===== src/rtl/button_conditioner.sv =====
// Synchronises, debounces and edge-detects raw pushbuttons into a clean level and one-cycle
// press/release strobes. Define AUTO_REPEAT_EN to add hold-to-repeat press strobes.
module button_conditioner #(
    parameter int unsigned NUM_BTN         = 4,
    parameter int unsigned CLK_HZ          = 50000000,
    parameter int unsigned DEBOUNCE_MS     = 20,
    parameter bit          ACTIVE_LOW      = 1'b1,
    parameter int unsigned REPEAT_DELAY_MS = 500,
    parameter int unsigned REPEAT_RATE_MS  = 150
) (
    input  logic               clk,
    input  logic               reset,
    input  logic [NUM_BTN-1:0] btn_raw,
    output logic [NUM_BTN-1:0] level,
    output logic [NUM_BTN-1:0] press,
    // "release" is a reserved word, hence the suffix
    output logic [NUM_BTN-1:0] release_pulse
);

    localparam int unsigned DB_CNT   = CLK_HZ / 1000 * DEBOUNCE_MS;
    localparam int unsigned RPT_DLY  = CLK_HZ / 1000 * REPEAT_DELAY_MS;
    localparam int unsigned RPT_RATE = CLK_HZ / 1000 * REPEAT_RATE_MS;
    localparam int unsigned MAX_A    = (DB_CNT > RPT_DLY) ? DB_CNT : RPT_DLY;
    localparam int unsigned MAX_CNT  = (MAX_A > RPT_RATE) ? MAX_A : RPT_RATE;
    localparam int unsigned CW       = $clog2(MAX_CNT + 1);

    if (DB_CNT < 1 || RPT_DLY < 1 || RPT_RATE < 1) begin : g_bad_cfg
        $error("button_conditioner: derived debounce/repeat count below 1");
    end

    typedef enum logic [1:0] {StIdle, StPressWait, StPressed, StReleaseWait} state_e;

    logic [NUM_BTN-1:0] sync1_q, sync2_q, btn;

    always_ff @(posedge clk or negedge reset) begin
        if (!reset) begin
            sync1_q <= {NUM_BTN{ACTIVE_LOW}};
            sync2_q <= {NUM_BTN{ACTIVE_LOW}};
        end else begin
            sync1_q <= btn_raw;
            sync2_q <= sync1_q;
        end
    end

    assign btn = sync2_q ^ {NUM_BTN{ACTIVE_LOW}};

    for (genvar i = 0; i < NUM_BTN; i++) begin : g_chan
        state_e        state_q;
        logic [CW-1:0] cnt_q;
        logic          level_q, press_q, rel_q;
`ifdef AUTO_REPEAT_EN
        logic [CW-1:0] rpt_q;
        logic          armed_q;   // first repeat already issued; later ones use RPT_RATE
`endif

        always_ff @(posedge clk or negedge reset) begin
            if (!reset) begin
                state_q <= StIdle;
                cnt_q   <= '0;
                level_q <= 1'b0;
                press_q <= 1'b0;
                rel_q   <= 1'b0;
`ifdef AUTO_REPEAT_EN
                rpt_q   <= '0;
                armed_q <= 1'b0;
`endif
            end else begin
                press_q <= 1'b0;
                rel_q   <= 1'b0;
                unique case (state_q)
                    StIdle: begin
                        if (btn[i]) begin
                            state_q <= StPressWait;
                            cnt_q   <= '0;
                        end
                    end
                    StPressWait: begin
                        if (!btn[i]) begin
                            state_q <= StIdle;
                        end else if (cnt_q == CW'(DB_CNT - 1)) begin
                            state_q <= StPressed;
                            level_q <= 1'b1;
                            press_q <= 1'b1;
`ifdef AUTO_REPEAT_EN
                            rpt_q   <= '0;
                            armed_q <= 1'b0;
`endif
                        end else begin
                            cnt_q <= cnt_q + CW'(1);
                        end
                    end
                    StPressed: begin
                        if (!btn[i]) begin
                            state_q <= StReleaseWait;
                            cnt_q   <= '0;
                        end
`ifdef AUTO_REPEAT_EN
                        else if (rpt_q == (armed_q ? CW'(RPT_RATE - 1) : CW'(RPT_DLY - 1))) begin
                            press_q <= 1'b1;
                            rpt_q   <= '0;
                            armed_q <= 1'b1;
                        end else begin
                            rpt_q <= rpt_q + CW'(1);
                        end
`endif
                    end
                    StReleaseWait: begin
                        // Repeat counter is frozen here so a bounce back resumes the cadence
                        if (btn[i]) begin
                            state_q <= StPressed;
                        end else if (cnt_q == CW'(DB_CNT - 1)) begin
                            state_q <= StIdle;
                            level_q <= 1'b0;
                            rel_q   <= 1'b1;
`ifdef AUTO_REPEAT_EN
                            rpt_q   <= '0;
                            armed_q <= 1'b0;
`endif
                        end else begin
                            cnt_q <= cnt_q + CW'(1);
                        end
                    end
                    default: state_q <= StIdle;
                endcase
            end
        end

        assign level[i]         = level_q;
        assign press[i]         = press_q;
        assign release_pulse[i] = rel_q;
    end

endmodule


===== config.mk =====
export PLATFORM = sky130hd
export DESIGN_NAME = button_conditioner
export DESIGN_NICKNAME = d
export VERILOG_FILES = /design/src/rtl/button_conditioner.sv
export SDC_FILE = /design/constraint.sdc
export NUM_CORES = 1
export LEC_CHECK = 0
export ABC_CLOCK_PERIOD_IN_PS = 2250
export CAP_MARGIN = 20
export CORE_ASPECT_RATIO = 1.75
export CORE_MARGIN = 3
export CORE_UTILIZATION = 51
export DETAILED_ROUTE_END_ITERATION = 7
export GPL_TIMING_DRIVEN = 0
export PLACE_DENSITY_LB_ADDON = 0.3
export SYNTH_ARGS = -nofsm -noshare
export SYNTH_HDL_FRONTEND = slang
export SYNTH_SLANG_ARGS = --single-unit

===== constraint.sdc =====
create_clock -name clk -period 2.25 [get_ports clk]
set_clock_uncertainty 0.15 [all_clocks]
set_input_delay 0.45 -clock clk [delete_from_list [all_inputs] [get_ports clk]]
set_output_delay 0.45 -clock clk [all_outputs]
set_load 0.1 [all_outputs]

# After elaboration in Yosys (flattened, before gate mapping)
# Cells that the tools add are included.
[classes]
n_addsub = 4
eq_ne = 48
mux = 92
bitwise_logic = 1
n_reduce_logical = 20
[ops]
columns = ["cell", "n"]
rows = [
  ["25-bit 2-to-1 mux", 20],
  ["25-bit one-hot mux with 4 select lines", 4],
  ["25-bit by 1-bit adder with 25-bit output (second input constant)", 4],
  ["25-bit by 20-bit equality test with 1-bit output (second input constant)", 4],
  ["2-bit 2-to-1 mux", 24],
  ["2-bit inequality test (second input constant)", 24],
  ["1-bit 2-to-1 mux", 36],
  ["2-bit one-hot mux with 4 select lines", 4],
  ["4-bit AND reduction", 8],
  ["3-bit inequality test (second input constant)", 8],
  ["5-bit AND reduction", 4],
  ["2-bit equality test (second input constant)", 8],
  ["2-bit by 1-bit equality test with 1-bit output (second input constant)", 4],
  ["2-bit logical NOT", 4],
  ["1-bit one-hot mux with 2 select lines", 4],
  ["2-bit nonzero test", 4],
  ["4-bit inverter", 1],
]
[word_totals]
reg_bits = 128
in_bits = 6
out_inout_bits = 12
wordCells = 187

# Depth between registers and ports, before layout
# Gate-level depths: netlist of the first run.
[logic_depth]
ltp_word = 4
depth_mapped = 8
mapped_depth_nobuf = 7

# Least setup slack after synthesis of the first run
# Ideal clock, no wire load.
[synth_path]
path_kind = "reg-to-reg"
start = "reg g_chan[1].cnt_q[0]"
end = "reg g_chan[1].cnt_q[24]"
setup_ps = 69
arrival_time_ps = 2291
t_required_ps = 2031
slack_ps = -260
stages_incl_launch_ff = 7
n_path_buf = 0
period_less_slack_ps = 2510
cell_sequence = "dfrtp_1 > ha_1 > nand3_4 > or4_4 > or4_4 > or4_1 > nand3_1"
[synth_between]
elab_chain_cells = 4
elab_cells_between_ends = 6
cone_classes = "add/sub: 1; eq/ne: 1; mux: 4"
[synth_lines]
columns = ["item", "line_no", "rtl"]
rows = [
  ["from (decl)", "49", "logic [CW-1:0] cnt_q;"],
  ["from (signal assigned)", "89", "cnt_q <= cnt_q + CW'(1);"],
  ["from (signal assigned)", "120", "cnt_q <= cnt_q + CW'(1);"],
  ["25-bit by 1-bit adder with 25-bit output / 25-bit by 20-bit equality test with 1-bit output (equally long branches)", "--", ""],
  ["25-bit 2-to-1 mux *", "80, 111", ""],
  ["25-bit 2-to-1 mux (on tied branches)", "109, 78", ""],
  ["25-bit one-hot mux with 4 select lines *", "70", "unique case (state_q)"],
]
# Mark *: on every way between the ends. The rest lies on a longest branch, timed or not. The select of a mux whose other input is x is not followed.
# A chain may end at the register's enable or synchronous reset.

# Worst setup path after layout of the first run
[layout_path]
start = "reg g_chan[1].cnt_q[15]"
end = "reg g_chan[1].cnt_q[24]"
# The elaborated chain is that of the path after synthesis.

==> results.yml, run 1 <==
critical_path:
  path_cells: "clkbuf_8, nand2_2, or4_4, or4_4, or4_4, nand3_2"
  endpoint_kind: "flip-flop"
  cp_slowest_cell: "or4_4"
  ff2ff_setup_slack_ps: -10
  crit_top_cell: "or4_4"
  critPathKind: "flip-flop to flip-flop"
  r2r_end: "g_chan[1].cnt_q[24]"
  crit_cells: 6
  cp_slowest_stage_delay_ps: 540
  start_kind: "flip-flop"
  required_ps: 2450
  r2r_cells: 6
  critPathTopFamily: "simple AND/OR/NAND/NOR gates"
  crit_arrival_ps: 2470
  crit_fanout: 4
  crit_buf_inv: 1
  timing.rr.start: "g_chan[1].cnt_q[15]"
synthesis:
  yosys_most_used_dff: "dfrtp_1"
  avgSynthCellArea_um2: 8.95
  synth-edff-count: 0
  synth-seq-cells: 128
  syn-cell-area_mm2: 0.00692
  synthCells: 773
  async_flop_share: 1.00
  yosysWarnings: 0
  yosysUniqueCellTypes: 52
  synth_nets: 783
  synth-seq-area-share: 0.464
die:
  start_util: 0.529
  core_area_mm2: 0.0131
  fp.dieH_um: 160
  fp-row-count: 55
  die_w_um: 94.1
  io-pin-count: 18
  dieArea_mm2: 0.0151
clock_tree:
  cts_tree: "done"
  clock_sinks: 128
  clk_latency_ps: 420
  root_buffer: "clkbuf_16"
  cts.htree.levels: 4
  clockBufferDepth: 2
  clkTransAtPathRegs_ps: 60
  cts_buffers: 17
sta:
  clock.fmax_mhz: 442
  worst_slew_pin_slew_ps: 576
  setup_slack_ps: -13.9
  fin_crit_sh: 1.01
  finalSetupViolations: 1
  post-route-min-period_ps: 2260
  final_hold_viol_count: 0
  rsz0062_at_grt: "true"
  drv_slew: 0
  relSlewSlack: 0.612
pwr:
  leakagePower_nw: 3.70
  powerDensity_mw_per_mm2: 675
  power_mw: 5.82
  peakVddDrop_mv: 0.471
job:
  drv_cap: 0
run_status:
  status: "finished with violations"
  violations: "setup timing"
global_routing:
  grt_start_max_net_pins: 80
  grt_pass1_wl_um: 31000
  grt_usage: 0.252
  antenna_found_initial: 0
  globalRouteOverflowTotal: 0
  grt_pass1_vias: 6590
placement:
  dp_hpwl_um: 11800
  gp_congestion: 0.949
  port_buffers: 17
  place_ws_ps: -563
  dpl_cell_area_mm2: 0.00736
  dp_cells: 963
worst_hold_path:
  hold_depth: 0
  holdPathEnd: "sync2_q[3]"
  min_path_type: "flip-flop to flip-flop"
  hold_start: "sync1_q[3]"
routing:
  vias_per_cell: 6.44
  highest_layer: "met4"
  routed_wl_um: 18900
  drt_iter0_drc: 422
  drtPass1Iterations: 6
  wl_met2_um: 10200
  drcViolationCount: 0
  dr_wl_met3_um: 900
  drtAntennaViolNets: 0
  met1_length_um: 7160
  num_vias: 6593
  routedWlPerCell_um: 18.5
layout:
  final_cells: 1023
  syn_to_final_growth_pct: 24.6
  drive_gt1_frac: 0.200
  final_cell_area_mm2: 0.00862
  insertedDiodeCount: 0
  finish.net_count: 849
[worst max-delay path by stage]
stage	from	to	slack (ps)
final	g_chan[1].cnt_q[15]	g_chan[1].cnt_q[24]	-10
after global routing	g_chan[3].cnt_q[20]	g_chan[3].cnt_q[15]	-90
after CTS	g_chan[1].cnt_q[0]	g_chan[1].cnt_q[24]	-50
after detailed placement	g_chan[1].state_q[0]	g_chan[1].cnt_q[8]	-560
after global placement	reset	g_chan[0].cnt_q[17]	-4290
after floorplan	g_chan[2].cnt_q[15]	g_chan[2].cnt_q[16]	6
[layout by cell type, fill, tap and decap left out, types with 4 or more instances in the layout]
cell type,Yosys,layout
nand4_1,34,34
and2_1,15,15
and4_1,12,10
nor4_4,0,9
clkbuf_8,0,4
o31ai_1,8,7
or2_2,5,4
nand4b_1,4,4
inv_1,17,17
clkdlybuf4s50_1,0,4
dfrtp_1,120,114
or4_4,2,5
o211ai_1,6,6
nand3_1,59,55
a22o_1,8,8
clkdlybuf4s15_2,0,11
clkbuf_1,31,18
clkbuf_16,0,17
bufinv_16,0,4
dfstp_2,8,8
o21ai_0,58,54
nor4_1,24,13
a31oi_1,13,13
buf_4,12,47
dfrtp_2,0,6
xor2_1,13,10
nor3_1,22,22
o41ai_1,12,12
or4_1,17,14
nand2_1,106,105
mux2i_1,16,16
nor4b_1,7,4
nand2b_1,6,6
buf_6,0,6
and3_1,12,12
nor2_1,47,45
a21oi_1,21,21
or3_1,11,11
[synth_stat cells, types with 3 or more instances]
cell type / n / area, um2
nand2_1: 106 / 398
a21oi_1: 21 / 105
o31ai_1: 8 / 60.1
and3_1: 12 / 75.1
or3_1: 11 / 68.8
inv_1: 17 / 63.8
and2_1: 15 / 93.8
xor2_1: 13 / 114
a21o_1: 3 / 22.5
a211o_1: 3 / 26.3
nor3b_1: 3 / 22.5
a221o_1: 3 / 30.0
buf_2: 6 / 30.0
a22o_1: 8 / 70.1
and4_1: 12 / 105
nand4b_1: 4 / 35.0
o41ai_1: 12 / 105
a31oi_1: 13 / 81.3
or4_1: 17 / 128
nand3_1: 59 / 295
nand4_1: 34 / 213
ha_1: 4 / 50.1
nor4_1: 24 / 150
nor3_1: 22 / 110
xnor2_1: 3 / 26.3
o211ai_1: 6 / 45.0
nand2b_1: 6 / 37.5
dfrtp_1: 120 / 3000
nor4b_1: 7 / 61.3
buf_4: 12 / 90.1
clkbuf_1: 31 / 116
o21ai_0: 58 / 290
nand3b_1: 3 / 22.5
mux2i_1: 16 / 160
nor2_1: 47 / 176
dfstp_2: 8 / 210
or2_2: 5 / 31.3
[flip-flops by register name (all words and copies together) (netlist names), named ones only]
name            cells
g_chan.rel_q        4
sync2_q             4
sync1_q             4
g_chan.cnt_q      100
g_chan.press_q      4
g_chan.level_q      4
g_chan.state_q      4
[layer usage]
layer,vias up,global-route usage
li1,2994,-
met1,3242,0.285
met2,280,0.452
met3,77,0.0490
met4,0,0.108
met5,-,0
[kinds of logic after synthesis]
group | after synthesis | synth area share
adders and majority gates | 4 | 0.00723
muxes | 17 | 0.0248
buffers and inverters | 67 | 0.0439
DFF | 128 | 0.464
xor gates and xnor gates | 16 | 0.0203
AOI/OAI and AO/OA | 146 | 0.135
and+or+nand+nor | 395 | 0.305
[report_power, final]
part | total (mW) | leakage (nW) | internal [mW] | switching [mW]
logic | 0.341 | 1.66 | 0.126 | 0.216
clock network | 3.00 | 0.309 | 1.95 | 1.05
registers | 2.48 | 1.73 | 2.38 | 0.102
[metrics by stage]
| step | util | TNS, ps | hold slack, ps |
|---|---|---|---|
| floorplan | - | 0 | 4.41 |
| detailed placement | 0.563 | -32950 | 200 |
| CTS | 0.641 | -47.7 | 205 |
| finish | 0.660 | -13.9 | 205 |
| global placement | 0.560 | -561800 | 196 |
| global route | 0.660 | -315 | 212 |
[area by class of cell]
| class | count | area, um2 |
|---|---|---|
| clock buffer | 20 | 467 |
| tap | 171 | 214 |
| timing repair buffer | 52 | 463 |
| clock inverter | 12 | 179 |
| inverter | 17 | 63.8 |
| fill | 1007 | 4450 |
| sequential | 128 | 3220 |
| multi-input combinational | 578 | 3730 |
| buffer | 45 | 285 |
[repair_timing]
| action | 4_1_cts | 5_1_grt |
|---|---|---|
| pin swaps | 9 | 13 |
| hold buffers | 1 | 0 |
| setup buffers | 19 | 13 |
| hold endpoints to repair | 47 | 0 |
| setup endpoints to repair | 108 | 87 |
| resized for setup | 84 | 48 |
Power figures use the tool's default switching activity.
==> inputs of run 2 (changes only) <==
--- a/config.mk
+++ b/config.mk
@@ -5,6 +5,7 @@
 export SDC_FILE = /design/constraint.sdc
 export NUM_CORES = 1
 export LEC_CHECK = 0
+export ABC_AREA = 1
 export ABC_CLOCK_PERIOD_IN_PS = 2250
 export CAP_MARGIN = 20
 export CORE_ASPECT_RATIO = 1.75
@@ -13,6 +14,7 @@
 export DETAILED_ROUTE_END_ITERATION = 7
 export GPL_TIMING_DRIVEN = 0
 export PLACE_DENSITY_LB_ADDON = 0.3
+export SETUP_SLACK_MARGIN = 0.1
 export SYNTH_ARGS = -nofsm -noshare
 export SYNTH_HDL_FRONTEND = slang
 export SYNTH_SLANG_ARGS = --single-unit
==> run 2 against run 1 <==
Critical endpoint is now g_chan[3].cnt_q[1]. Clock power decreased by 7.7%. Routed wire length is 0.77% lower. Synthesized area up 17%. Largest power group unchanged. Power shrank 6.8%. Global-route usage decreased by 2.1 points. Non-clock buffer count shrank 45. Sequential power down 4%. Register-to-register slack improved by 250 ps. Combinational power shrank 22%. The flow now finishes without violations.
==> results.yml, run 2 <==
routing:
  drcViolationCount: 0
  routed_wl_um: 18800
  drtAntennaViolNets: 0
  num_vias: 7329
  drtPass1Iterations: 4
  drt_iter0_drc: 378
  routedWlPerCell_um: 13.2
  vias_per_cell: 5.16
placement:
  place_ws_ps: 103
  dp_hpwl_um: 13700
  port_buffers: 17
  dpl_cell_area_mm2: 0.00856
  gp_congestion: 0.937
layout:
  largest_register_ffs: 100
  fill_cells: 1425
  final_cell_area_mm2: 0.00920
  insertedDiodeCount: 0
  drive_gt1_frac: 0.109
  finish.net_count: 1230
  final_cell_mix: "419 x nand2_1, 215 x nor2_1, 119 x dfrtp_1, 95 x inv_1, 88 x nand3_1"
  final_common_cell: "nand2_1"
  regMostFlops: "g_chan.cnt_q"
  syn_to_final_growth_pct: 13.1
run_status:
  status: "finished clean"
clock_tree:
  cts_buffers: 17
  cts.htree.levels: 4
  clock_sinks: 128
  clkTransAtPathRegs_ps: 60
  cts_tree: "done"
  clockBufferDepth: 2
  clk_latency_ps: 420
  root_buffer: "clkbuf_16"
critical_path:
  r2r_end: "g_chan[3].cnt_q[1]"
  start_kind: "flip-flop"
  cp_slowest_cell: "dfrtp_1"
  endpoint_kind: "flip-flop"
  ff2ff_setup_slack_ps: 240
  critPathKind: "flip-flop to flip-flop"
  path_cells: "ha_2, nand2_2, nor2_4, inv_2, nor2_2, nand2_1, nor2_2, nor2_1, clkbuf_4, nand3_1, nand2_1"
  r2r_cells: 11
  crit_arrival_ps: 2160
  timing.rr.start: "g_chan[3].cnt_q[1]"
  cp_slowest_stage_delay_ps: 420
  crit_fanout: 10
  required_ps: 2400
synthesis:
  yosysUniqueCellTypes: 36
  synth_top_area_share: 0.369
  yosysWarnings: 0
  yosys_most_used_dff: "dfrtp_1"
  synth-seq-area-share: 0.395
  synth_top_family_by_area: "simple AND/OR/NAND/NOR gates"
  synth_most_common_cell: "nand2_1"
  synth-simple-area-share: 0.419
  synth_xor_xnor_area_share: 0.0560
  synth_nets: 1191
  avgSynthCellArea_um2: 6.88
  synth.mux.area_fraction: 0
  yosysTopAreaCell: "dfrtp_1"
  synth_common_cells: "419 x nand2_1, 215 x nor2_1, 120 x dfrtp_1, 95 x inv_1, 89 x nand3_1"
  synth_area_leaders: "dfrtp_1 37%, nand2_1 19%, nor2_1 9.9%"
  synthCells: 1181
  syn-cell-area_mm2: 0.00813
  synth_compound_area_frac: 0.0440
  synth-seq-cells: 128
  synth-edff-count: 0
  async_flop_share: 1.00
  synth_adder_area_share: 0.00616
worst_hold_path:
  hold_depth: 0
  hold_start: "sync1_q[3]"
  holdPathEnd: "sync2_q[3]"
  min_path_type: "flip-flop to flip-flop"
job:
  drv_cap: 0
pwr:
  power_frac_clock: 0.511
  p_sw_mw: 1.35
  peakVddDrop_mv: 0.476
  leakagePower_nw: 4.19
  powerDensity_mw_per_mm2: 590
  p_comb_frac: 0.049
  p_int_mw: 4.07
  seq_power_share: 0.440
  swShare: 0.250
die:
  dieArea_mm2: 0.0175
  fp-row-count: 60
  core_area_mm2: 0.0155
  io-pin-count: 18
  fp.dieH_um: 173
  start_util: 0.526
  die_w_um: 101
sta:
  fin_crit_sh: 0.894
  clock.fmax_mhz: 497
  drv_slew: 0
  post-route-min-period_ps: 2010
  setup_slack_ps: 240
  rsz0062_at_grt: "false"
  worst_slew_pin_slew_ps: 561
  finalSetupViolations: 0
  relSlewSlack: 0.626
  final_hold_viol_count: 0
global_routing:
  grt_usage: 0.231
  globalRouteOverflowTotal: 0
  grt_pass1_vias: 7427
  grt_pass1_wl_um: 33100
  grt_start_max_net_pins: 74
  antenna_found_initial: 0
## run 2: cell types whose count changed in the layout (fill, tap and decap cells not counted), moves of 32 or more
| cell | delta |
|---|---|
| nor2_1 | +170 |
| xor2_1 | +33 |
| nand3_1 | +33 |
| buf_4 | -32 |
| inv_1 | +78 |
| nand2_1 | +314 |
## run 2: through the flow
step / utilization / power [mW] / hold slack (ps) / setup TNS (ps) / std cells
after floorplan: - / 2.57 / 4.41 / 0 / 1181
after global placement: 0.552 / 2.68 / 196 / -564970 / 1384
after detailed placement: 0.553 / 2.69 / 197 / 0 / 1385
after CTS: 0.593 / 5.47 / 204 / 0 / 1418
after global routing: 0.595 / 5.61 / 210 / 0 / 1419
final: 0.595 / 5.42 / 205 / 0 / 1419
## run 2: worst max-delay path: cells and delay by family (launching register included)
family / cells / cell delay (ps)
adders and majority gates: 1 / 260
buffers and inverters: 2 / 270
DFF: 1 / 420
and+or+nand+nor: 8 / 800
## run 2: cell type report
cell class,instances,area [um2],share of cell area
inverter,104,395,0.0430
sequential,128,3210,0.350
multi-input combinational,917,4280,0.465
buffer,32,255,0.0278
timing repair buffer,20,231,0.0252
tap,186,233,0.0253
clock inverter,15,161,0.0176
clock buffer,17,425,0.0463
## run 2: kinds of logic after synthesis
group	Yosys count
compound gates	61
xor+xnor	52
fa+ha+maj	4
buf+inv	136
flops	128
simple gates	800
## run 2: routing by layer
metal | track usage | vias up | part of all wire
li1 | - | 3756 | -
met1 | 0.261 | 3395 | 0.41
met2 | 0.413 | 129 | 0.53
met3 | 0.0351 | 49 | 0.025
met4 | 0.108 | 0 | 0.038
met5 | 0 | - | 0
## run 2: power by group through the flow
stage          Sequential [mW]  Clock, mW  Combinational (mW)
2_1_floorplan             2.41          0               0.152
3_3_place_gp              2.42          0               0.253
3_5_place_dp              2.42          0               0.264
4_1_cts                   2.38       2.82               0.267
5_1_grt                   2.39       2.92               0.301
6_report                  2.39       2.77               0.265
## run 2: how the worst max path moves through the flow
| stage | start | cells past startpoint | end |
|---|---|---|---|
| after CTS | g_chan[3].cnt_q[0] | 11 | g_chan[3].cnt_q[1] |
| final | g_chan[3].cnt_q[1] | 11 | g_chan[3].cnt_q[1] |
| after global placement | reset | 1 | g_chan[2].cnt_q[6] |
| after global routing | g_chan[1].cnt_q[0] | 10 | g_chan[1].cnt_q[24] |
| after detailed placement | g_chan[1].level_q | 2 | level[1] |
| after floorplan | g_chan[3].cnt_q[0] | 11 | g_chan[3].cnt_q[24] |
## run 2: what timing repair did
item,4_1_cts,5_1_grt
hold endpoints to repair,53,0
setup endpoints to repair,12,30
setup buffers,0,1
gates resized for setup,36,6
hold buffers,1,0
pin swaps,0,1
cloned,0,0
==> inputs of run 3 (changes only) <==
--- a/config.mk
+++ b/config.mk
@@ -15,6 +15,7 @@
 export GPL_TIMING_DRIVEN = 0
 export PLACE_DENSITY_LB_ADDON = 0.3
 export SETUP_SLACK_MARGIN = 0.1
+export SLEW_MARGIN = 20
 export SYNTH_ARGS = -nofsm -noshare
 export SYNTH_HDL_FRONTEND = slang
 export SYNTH_SLANG_ARGS = --single-unit
==> run 3 against run 2 <==
Die area unchanged. Count of clock-buffer cells in the layout unchanged. Worst setup slack unchanged. Critical path type unchanged. Non-clock buffer count unchanged. Power about the same. Global-route usage unchanged. Cell area about the same. Flip-flop and latch count unchanged. Worst hold slack unchanged. Critical path depth unchanged. Sequential share of layout area about the same. Register-to-register slack about the same.
==> results.yml, run 3 (synthesized netlist as in run 2, its figures left out) <==
job:
  drv_cap: 0
pwr:
  peakVddDrop_mv: 0.476
  power_mw: 5.42
  powerDensity_mw_per_mm2: 590
  swShare: 0.250
  p_comb_frac: 0.049
  seq_power_share: 0.440
  p_sw_mw: 1.35
  power_frac_clock: 0.511
  leakagePower_nw: 4.19
  p_int_mw: 4.07
critical_path:
  start_kind: "flip-flop"
  cp_slowest_stage_delay_ps: 420
  required_ps: 2400
  crit_fanout: 10
  crit_arrival_ps: 2160
  r2r_cells: 11
  path_cells: "ha_2, nand2_2, nor2_4, inv_2, nor2_2, nand2_1, nor2_2, nor2_1, clkbuf_4, nand3_1, nand2_1"
  critPathKind: "flip-flop to flip-flop"
  endpoint_kind: "flip-flop"
  cp_slowest_cell: "dfrtp_1"
layout:
  syn_to_final_growth_pct: 13.2
  final_cells: 1419
  drive_gt1_frac: 0.109
  regMostFlops: "g_chan.cnt_q"
  final_common_cell: "nand2_1"
  finish.net_count: 1230
  final_cell_mix: "419 x nand2_1, 215 x nor2_1, 119 x dfrtp_1, 95 x inv_1, 88 x nand3_1"
  final_cell_area_mm2: 0.00920
  insertedDiodeCount: 0
  largest_register_ffs: 100
sta:
  clock.fmax_mhz: 497
  fin_crit_sh: 0.894
  relSlewSlack: 0.630
  post-route-min-period_ps: 2010
  final_hold_viol_count: 0
  finalSetupViolations: 0
  fin_hold_ws_ps: 205
  tns_ps: 0
  worst_slew_pin_slew_ps: 555
  drv_slew: 0
  rsz0062_at_grt: "false"
global_routing:
  grt_pass1_wl_um: 33100
  grt_start_max_net_pins: 74
  grt_usage: 0.231
  antenna_found_initial: 0
  globalRouteOverflowTotal: 0
  grt_pass1_vias: 7427
routing:
  drcViolationCount: 0
  num_vias: 7329
  drt_iter0_drc: 378
  routed_wl_um: 18800
  drtAntennaViolNets: 0
  vias_per_cell: 5.16
  drtPass1Iterations: 4
  routedWlPerCell_um: 13.2
die:
  fp-row-count: 60
  io-pin-count: 18
  start_util: 0.526
  fp.dieH_um: 173
  dieArea_mm2: 0.0175
  core_area_mm2: 0.0155
  die_w_um: 101
placement:
  dp_hpwl_um: 13700
  dp_cells: 1385
  port_buffers: 17
  gp_congestion: 0.937
  dpl_cell_area_mm2: 0.00856
clock_tree:
  clock_sinks: 128
  clk_latency_ps: 420
  clockBufferDepth: 2
  cts.htree.levels: 4
  cts_tree: "done"
  cts_buffers: 17
  clkTransAtPathRegs_ps: 60
  root_buffer: "clkbuf_16"
run_status:
  status: "finished clean"
worst_hold_path:
  min_path_type: "flip-flop to flip-flop"
  hold_depth: 0
-- run 3: power groups by stage --
stage	registers, mW	logic, mW	clock network, mW
final	2.39	0.266	2.77
after global routing	2.39	0.302	2.92
after CTS	2.38	0.268	2.82
after detailed placement	2.42	0.265	0
after global placement	2.42	0.253	0
after floorplan	2.41	0.152	0
-- run 3: what timing repair did --
action	4_1_cts	5_1_grt
gates resized for setup	36	6
hold endpoints to repair	53	0
setup buffers	0	1
hold buffers	1	0
endpoints found under the setup margin	12	30
cloned	0	0
pin swaps	0	1
-- run 3: layout make-up --
cell class	instances	area (um2)
Buffer	32	255
Timing Repair Buffer	20	235
Inverter	104	395
Clock buffer	17	425
Tap cell	186	233
Sequential cell	128	3210
Multi-Input combinational cell	917	4280
Fill cell	1423	6270
Clock inverter	15	161
-- run 3: stage by stage --
| stage | setup WS, ps | util |
|---|---|---|
| finish | 240 | 0.595 |
| global route | 114 | 0.595 |
| CTS | 179 | 0.593 |
| detailed placement | 103 | 0.554 |
| global placement | -4520 | 0.552 |
| floorplan | 513 | - |
-- run 3: layer usage --
| metal | track usage | vias up | part of all wire |
|---|---|---|---|
| met1 | 0.261 | 3395 | 0.41 |
| met4 | 0.108 | 0 | 0.038 |
| met2 | 0.413 | 129 | 0.53 |
| met3 | 0.0351 | 49 | 0.025 |
| met5 | 0 | - | 0 |
| li1 | - | 3756 | - |
-- run 3: path summary, 6_finish.rpt --
kind / start / endpoint / slack, ps
min: sync1_q[3] / sync2_q[3] / 210
max reg2reg: g_chan[3].cnt_q[1] / g_chan[3].cnt_q[1] / 240
min in group asynchronous: reset / g_chan[1].cnt_q[21] / 400
min reg2reg: sync1_q[3] / sync2_q[3] / 210
max: g_chan[3].cnt_q[1] / g_chan[3].cnt_q[1] / 240
max in group asynchronous: reset / sync1_q[0] / 810
-- run 3: worst max-delay path: cells and delay by family, from the launching register on --
family	cells	cell delay, ps
adder cells (fa/ha/maj)	1	260
AND/OR/NAND/NOR	8	800
buffers and inverters	2	270
flip-flops	1	420
